===== config.mk =====
export PLATFORM = sky130hd
export DESIGN_NAME = affine_op_ctrl_gen
export DESIGN_NICKNAME = d
export VERILOG_FILES = /design/src/rtl/affine_ctrl_pkg.sv /design/src/rtl/affine_ctrl_odometer.sv /design/src/rtl/affine_op_ctrl_gen.sv
export SDC_FILE = /design/constraint.sdc
export NUM_CORES = 2
export LEC_CHECK = 0
export CAP_MARGIN = 0
export CORE_ASPECT_RATIO = 0.9
export CORE_MARGIN = 5
export CORE_UTILIZATION = 69
export CTS_CLUSTER_DIAMETER = 30
export CTS_CLUSTER_SIZE = 12
export DETAILED_ROUTE_END_ITERATION = 8
export PLACE_DENSITY = 0.87
export SYNTH_ARGS = -nofsm -noshare
export SYNTH_HDL_FRONTEND = slang
export SYNTH_SLANG_ARGS = --single-unit

===== constraint.sdc =====
create_clock -name clk -period 46.6 [get_ports clk]
set_input_delay 6.99 -clock clk [delete_from_list [all_inputs] [get_ports clk]]
set_output_delay 6.99 -clock clk [all_outputs]
set_load 0.01 [all_outputs]

===== src/rtl/affine_ctrl_pkg.sv =====
// Shared types and constants for the affine op controller: loop-nest geometry,
// index/coefficient vectors and the run-state encoding.
package affine_ctrl_pkg;

    localparam int NUM_DIMS = 4;
    localparam int W        = 16;
    localparam int CW       = 32;
    localparam int KW       = $clog2(NUM_DIMS);

    typedef logic [NUM_DIMS-1:0][W-1:0]  ctrl_vec_t;
    typedef logic [NUM_DIMS-1:0][CW-1:0] coeff_vec_t;
    typedef logic [KW-1:0]               dim_t;

    typedef enum logic [1:0] {
        IDLE = 2'd0,
        RUN  = 2'd1,
        DONE = 2'd2
    } state_t;

    // Schedule cycles spanned by one full sweep of a dim: coeff * (extent - 1).
    function automatic logic [CW-1:0] span_cycles(input logic [CW-1:0] coeff,
                                                  input logic [W-1:0]  extent);
        logic [CW-1:0] ext_m1;
        ext_m1 = CW'(extent) - CW'(1);
        return coeff * ext_m1;
    endfunction

endpackage


===== src/rtl/affine_ctrl_odometer.sv =====
// Loop-nest odometer: holds the pending iteration indices and advances them in
// lexicographic order (dim NUM_DIMS-1 innermost) with a wrap/carry chain.
module affine_ctrl_odometer
    import affine_ctrl_pkg::*;
(
    input  logic      clk,
    input  logic      rst_i,
    input  logic      adv_i,
    input  ctrl_vec_t extent_i,
    output ctrl_vec_t idx_o,
    output dim_t      carry_dim_o,
    output logic      last_o
);

    ctrl_vec_t               idx_q, idx_d;
    logic [NUM_DIMS-1:0]     wrap;
    dim_t                    k;

    always_comb begin
        logic carry;
        carry = 1'b1;
        idx_d = idx_q;
        wrap  = '0;
        k     = '0;
        for (int i = NUM_DIMS - 1; i >= 0; i--) begin
            wrap[i] = (idx_q[i] == (extent_i[i] - W'(1)));
            if (carry) begin
                idx_d[i] = wrap[i] ? '0 : idx_q[i] + W'(1);
            end
            carry = carry & wrap[i];
        end
        // The dim that advances is the innermost one not sitting at its last value.
        for (int i = 0; i < NUM_DIMS; i++) begin
            if (!wrap[i]) begin
                k = dim_t'(i);
            end
        end
    end

    always_ff @(posedge clk) begin
        if (rst_i) begin
            idx_q <= '0;
        end else if (adv_i) begin
            idx_q <= idx_d;
        end
    end

    assign idx_o       = idx_q;
    assign carry_dim_o = k;
    assign last_o      = &wrap;

endmodule


===== src/rtl/affine_op_ctrl_gen.sv =====
// Affine-schedule op controller: walks the loop nest and pulses en with the
// iteration indices once the cycle counter reaches each iteration's fire time.
module affine_op_ctrl_gen
    import affine_ctrl_pkg::*;
(
    input  logic          clk,
    input  logic          flush,
    input  logic          start,
    input  logic          stall,
    input  ctrl_vec_t     cfg_extent,
    input  coeff_vec_t    cfg_coeff,
    input  logic [CW-1:0] cfg_offset,
    output logic          en,
    output ctrl_vec_t     ctrl_vars,
    output logic          busy,
    output logic          done
);

    state_t        state_q, state_d;
    logic [CW-1:0] cnt_q, cnt_d;
    logic [CW-1:0] pend_q, pend_d;
    ctrl_vec_t     ext_q, ext_d;
    coeff_vec_t    step_q, step_d;
    ctrl_vec_t     vars_q, vars_d;
    logic          en_q, en_d;
    logic          last_q, last_d;

    coeff_vec_t    step_new;
    logic          zero_ext;
    logic          fire;
    ctrl_vec_t     ext_src;
    coeff_vec_t    step_cur;
    logic [CW-1:0] pend_cur;
    ctrl_vec_t     odo_idx;
    dim_t          odo_k;
    logic          odo_last;

    // Fire-time increment when dim k advances and every inner dim rewinds to 0.
    always_comb begin
        logic [CW-1:0] tail;
        tail     = '0;
        step_new = '0;
        for (int k = NUM_DIMS - 1; k >= 0; k--) begin
            step_new[k] = cfg_coeff[k] - tail;
            tail        = tail + span_cycles(cfg_coeff[k], cfg_extent[k]);
        end
    end

    always_comb begin
        zero_ext = 1'b0;
        for (int i = 0; i < NUM_DIMS; i++) begin
            if (cfg_extent[i] == '0) begin
                zero_ext = 1'b1;
            end
        end
    end

    // The first iteration may fire on the start edge, before the config is captured.
    assign ext_src  = (state_q == IDLE) ? cfg_extent : ext_q;
    assign step_cur = (state_q == IDLE) ? step_new   : step_q;
    assign pend_cur = (state_q == IDLE) ? cfg_offset : pend_q;

    affine_ctrl_odometer u_odometer (
        .clk         (clk),
        .rst_i       (flush),
        .adv_i       (fire),
        .extent_i    (ext_src),
        .idx_o       (odo_idx),
        .carry_dim_o (odo_k),
        .last_o      (odo_last)
    );

    always_comb begin
        state_d = state_q;
        cnt_d   = cnt_q;
        pend_d  = pend_q;
        ext_d   = ext_q;
        step_d  = step_q;
        vars_d  = vars_q;
        last_d  = last_q;
        en_d    = 1'b0;
        fire    = 1'b0;
        case (state_q)
            IDLE: begin
                if (start) begin
                    if (zero_ext) begin
                        state_d = DONE;
                    end else begin
                        state_d = RUN;
                        cnt_d   = '0;
                        ext_d   = cfg_extent;
                        step_d  = step_new;
                        pend_d  = cfg_offset;
                        vars_d  = '0;
                        last_d  = 1'b0;
                        fire    = !stall && (cfg_offset == '0);
                    end
                end
            end
            RUN: begin
                if (last_q) begin
                    state_d = DONE;
                end else if (!stall) begin
                    cnt_d = cnt_q + CW'(1);
                    fire  = ((cnt_q + CW'(1)) >= pend_q);
                end
            end
            DONE:    state_d = IDLE;
            default: state_d = IDLE;
        endcase
        if (fire) begin
            en_d   = 1'b1;
            vars_d = odo_idx;
            pend_d = pend_cur + step_cur[odo_k];
            last_d = odo_last;
        end
    end

    always_ff @(posedge clk) begin
        if (flush) begin
            state_q <= IDLE;
            cnt_q   <= '0;
            en_q    <= 1'b0;
            vars_q  <= '0;
            last_q  <= 1'b0;
        end else begin
            state_q <= state_d;
            cnt_q   <= cnt_d;
            en_q    <= en_d;
            vars_q  <= vars_d;
            last_q  <= last_d;
        end
    end

    always_ff @(posedge clk) begin
        ext_q  <= ext_d;
        step_q <= step_d;
        pend_q <= pend_d;
    end

    assign en        = en_q;
    assign ctrl_vars = vars_q;
    assign busy      = (state_q == RUN);
    assign done      = (state_q == DONE);

endmodule

==> qor.csv <==
stage,metric,value,unit
hold_path,hold_depth,1,
drt,drt-initial-drc-count,5563,
drt,num_vias,53300,
clock_tree,clk_transition_reported_paths,0.05,ns
grt,grt_first_pass_wirelength,309,mm
drt,drt_antenna_net_count,0,
finish,final_cell_mix,"1131 x sky130_fd_sc_hd__inv_1, 1052 x sky130_fd_sc_hd__fa_1, 865 x sky130_fd_sc_hd__nand2_1",
critical_path,crit_fanout,37,
critical_path,critPathTopFamily,adder cells,
drt,vias_per_cell,6.20,
clock_tree,hold_buffer_count_at_cts,0,
timing,max_slew_margin,17.5,%
clock_tree,maximum_clock_path_buffer_count,3,
hold_path,timing.hold.worst.start,ctrl_vars[1]$_SDFFE_PP0P_,
synthesis,syn-cell-area,64700,um^2
timing,report.final.hold_viol_count,0,
grt,antenna_found_initial,8,
critical_path,setup.worst_path.start,cfg_extent[48],
floorplanning,effective_utilization_at_floorplan,69.5,%
synthesis,yosysTopAreaCell,sky130_fd_sc_hd__fa_1,
run_status,violations,DRC,
grt,grtUsageTotal,39.5,%
critical_path,critPathMostFrequentCell,sky130_fd_sc_hd__fa_1,
grt,grt_pass1_vias,55900,
clock_tree,tritoncts.num_buffers,77,
critical_path,timing.critical_path.depth,73,
grt,grt_use_met2,61.3,%
finish,multi_input_area,49500,um^2
floorplanning,row_count,106,
drt,wire_per_inst,22.9,um
drt,drt_wl_total,197,mm
synthesis,synth.top_cell.area_share,32.6,%
drt,detail_route.first_pass.iterations,9,
flow_run,cap_violations,0,
placed_design,gp_congestion,1.02,
timing,fmax,0.0374,GHz
timing,worst_slew_pin_slew,1.23,ns
critical_path,rr_worst_depth,31,
timing,total_negative_setup_slacks,0,ns
clock_tree,clock_insertion_delay_worst_skew,0.62,ns
finish,layout.cell_area.non_filler,71600,um^2
grt,global_route.overflow_total,0,
critical_path,cp.required,46.91,ns
floorplanning,core_area,93000,um^2
timing,min_period_over_period,57.4,%
finish,ff_latch_area,10000,um^2
timing,final-max-slew-violation-count,0,
synthesis,synth.net_count,8836,
synthesis,postSynthCellCount,7133,
floorplanning,vertical_extent_of_the_die,300,um
synthesis,number_of_enable_type_register_cells_in_the_synthesized_netlist,224,
finish,layout-drive-gt1-share,4.56,%
timing,period_minus_slack,26.76,ns
floorplanning,pin_count,295,
grt,grt.met1_usage,50.9,%
critical_path,criticalPathCategory,in2reg,
grt,grt_start_max_net_pins,162,
clock_tree,postCtsSetupBuffers,0,
synthesis,synth_seq_cells,388,
synthesis,postSynthAreaPerCell,9.06,um^2
synthesis,seq_area_frac_synth,15.5,%
drt,drc_violations_left,9,
clock_tree,cts_resized,0,
critical_path,worstReg2RegStart,state_q[0]$_SDFFE_PP0P_,
synthesis,synth_warnings,0,
synthesis,synth.lib_cells_used.distinct,93,
finish,final_common_cell,sky130_fd_sc_hd__inv_1,
finish,design.final.nets,8993,
clock_tree,cts_tree,done,
critical_path,crit_end,pend_q[31]$_DFFE_PP_,
run_status,run_status,"finished, violations left",
synthesis,async_reset_ff_share,0,%
synthesis,synth.top_cells.by_area,"sky130_fd_sc_hd__fa_1 33%, sky130_fd_sc_hd__edfxtp_1 10%, sky130_fd_sc_hd__ha_1 8.2%",
floorplanning,die_width,333,um
clock_tree,ctsRootBufferMaster,sky130_fd_sc_hd__clkbuf_16,
clock_tree,clock-sinks,388,
critical_path,startpoint_type,input pin,
critical_path,setup.worst_path.end_class,flop,
floorplanning,floorplan.die_area,99900,um^2
critical_path,crit-reg2reg-capture,pend_q[31]$_DFFE_PP_,
grt,grt.met3_usage,11.4,%
critical_path,arrival,27.08,ns
timing,rsz0062_at_grt,false,
synthesis,synth_flop_cell,sky130_fd_sc_hd__edfxtp_1,
grt,grt.busiest_layer,met2,
timing,finalClockSkew,0.0260,ns
timing,final-setup-viol-count,0,
clock_tree,maximum_level_of_the_cts_h_tree,3,
critical_path,worst_case_register_to_register_setup_slack,36.26,ns
critical_path,number_of_buffer_and_inverter_stages_on_the_critical_path,12,
critical_path,critical-path-max-stage-delay,0.56,ns
critical_path,critPathSlowestCell,sky130_fd_sc_hd__fa_1,
placed_design,post_dp_cell_area,68900,um^2
placed_design,detailed_place_hpwl,154,mm
placed_design,io_buffers,294,
hold_path,class_of_the_tightest_hold_or_removal_check,reg2reg,
finish,fillers,6205,
finish,flow.area_growth_from_synthesis,10.8,%
registers in the layout, indices dropped and copies added, names as in the netlist:
signal and cells:
u_odometer.idx_o 64, en 1, step_q 128, ext_q 64
cnt_q 32, pend_q 32, last_q 1, state_q 2
ctrl_vars 64
metrics by stage:
step | worst slack, ns | instances | utilization [%] | hold WS [ns]
2_1_floorplan | 21.74 | 7133 | - | 0.448
3_3_place_gp | 20.12 | 8452 | 74.1 | 0.455
3_5_place_dp | 19.65 | 8452 | 74.1 | 0.458
4_1_cts | 20.18 | 8594 | 77.0 | 0.471
5_1_grt | 19.20 | 8595 | 77.0 | 0.485
6_report | 19.84 | 8602 | 77.0 | 0.470
worst min path at each step:
| stage | slack (ns) | endpoint |
|---|---|---|
| global placement | 0.45 | ctrl_vars[48]$_SDFFE_PP0P_ |
| global route | 0.48 | ctrl_vars[5]$_SDFFE_PP0P_ |
| floorplan | 0.45 | cnt_q[16]$_SDFFE_PP0P_ |
| finish | 0.47 | ctrl_vars[1]$_SDFFE_PP0P_ |
| detailed placement | 0.46 | ctrl_vars[49]$_SDFFE_PP0P_ |
| CTS | 0.47 | ctrl_vars[1]$_SDFFE_PP0P_ |
kinds of logic after synthesis:
kind of cell | count (synthesis) | synth area share [%]
adders and majority gates | 1475 | 40.8
xor gates and xnor gates | 469 | 6.62
and+or+nand+nor | 2362 | 18.1
DFF | 388 | 15.5
buffers and inverters | 1442 | 8.43
muxes | 125 | 2.00
AOI/OAI and AO/OA | 872 | 8.63
final cells by class:
class | instances | area share, %
multi-input combinational | 5303 | 69.1
antenna | 7 | 0.0245
clock buffer | 82 | 2.75
clock inverter | 60 | 1.01
timing repair buffer | 384 | 5.06
tap | 1242 | 2.17
sequential | 388 | 14.0
inverter | 1136 | 5.96
synth_stat cells (34+ instances only):
| library cell | count |
|---|---|
| sky130_fd_sc_hd__a21o_1 | 89 |
| sky130_fd_sc_hd__a21oi_1 | 253 |
| sky130_fd_sc_hd__a22o_1 | 64 |
| sky130_fd_sc_hd__and2_1 | 321 |
| sky130_fd_sc_hd__and3_1 | 72 |
| sky130_fd_sc_hd__clkbuf_1 | 273 |
| sky130_fd_sc_hd__dfxtp_1 | 164 |
| sky130_fd_sc_hd__edfxtp_1 | 224 |
| sky130_fd_sc_hd__fa_1 | 1052 |
| sky130_fd_sc_hd__ha_1 | 423 |
| sky130_fd_sc_hd__inv_1 | 1132 |
| sky130_fd_sc_hd__mux2i_1 | 107 |
| sky130_fd_sc_hd__nand2_1 | 865 |
| sky130_fd_sc_hd__nand2b_1 | 86 |
| sky130_fd_sc_hd__nand3_1 | 83 |
| sky130_fd_sc_hd__nand4_1 | 42 |
| sky130_fd_sc_hd__nor2_1 | 345 |
| sky130_fd_sc_hd__nor2b_1 | 313 |
| sky130_fd_sc_hd__nor3_1 | 82 |
| sky130_fd_sc_hd__nor4_1 | 34 |
| sky130_fd_sc_hd__o21a_1 | 42 |
| sky130_fd_sc_hd__o21ai_0 | 201 |
| sky130_fd_sc_hd__xnor2_1 | 293 |
| sky130_fd_sc_hd__xor2_1 | 162 |
layer usage:
| layer | part of all wire [%] | up-vias |
|---|---|---|
| met5 | 0 | - |
| met4 | 6.3 | 0 |
| met3 | 13 | 761 |
| met2 | 44 | 3468 |
| met1 | 36 | 26200 |
| li1 | - | 22900 |
Power is not shown: default switching activity piles up to over one toggle a cycle in this logic, so the estimate is an artifact.
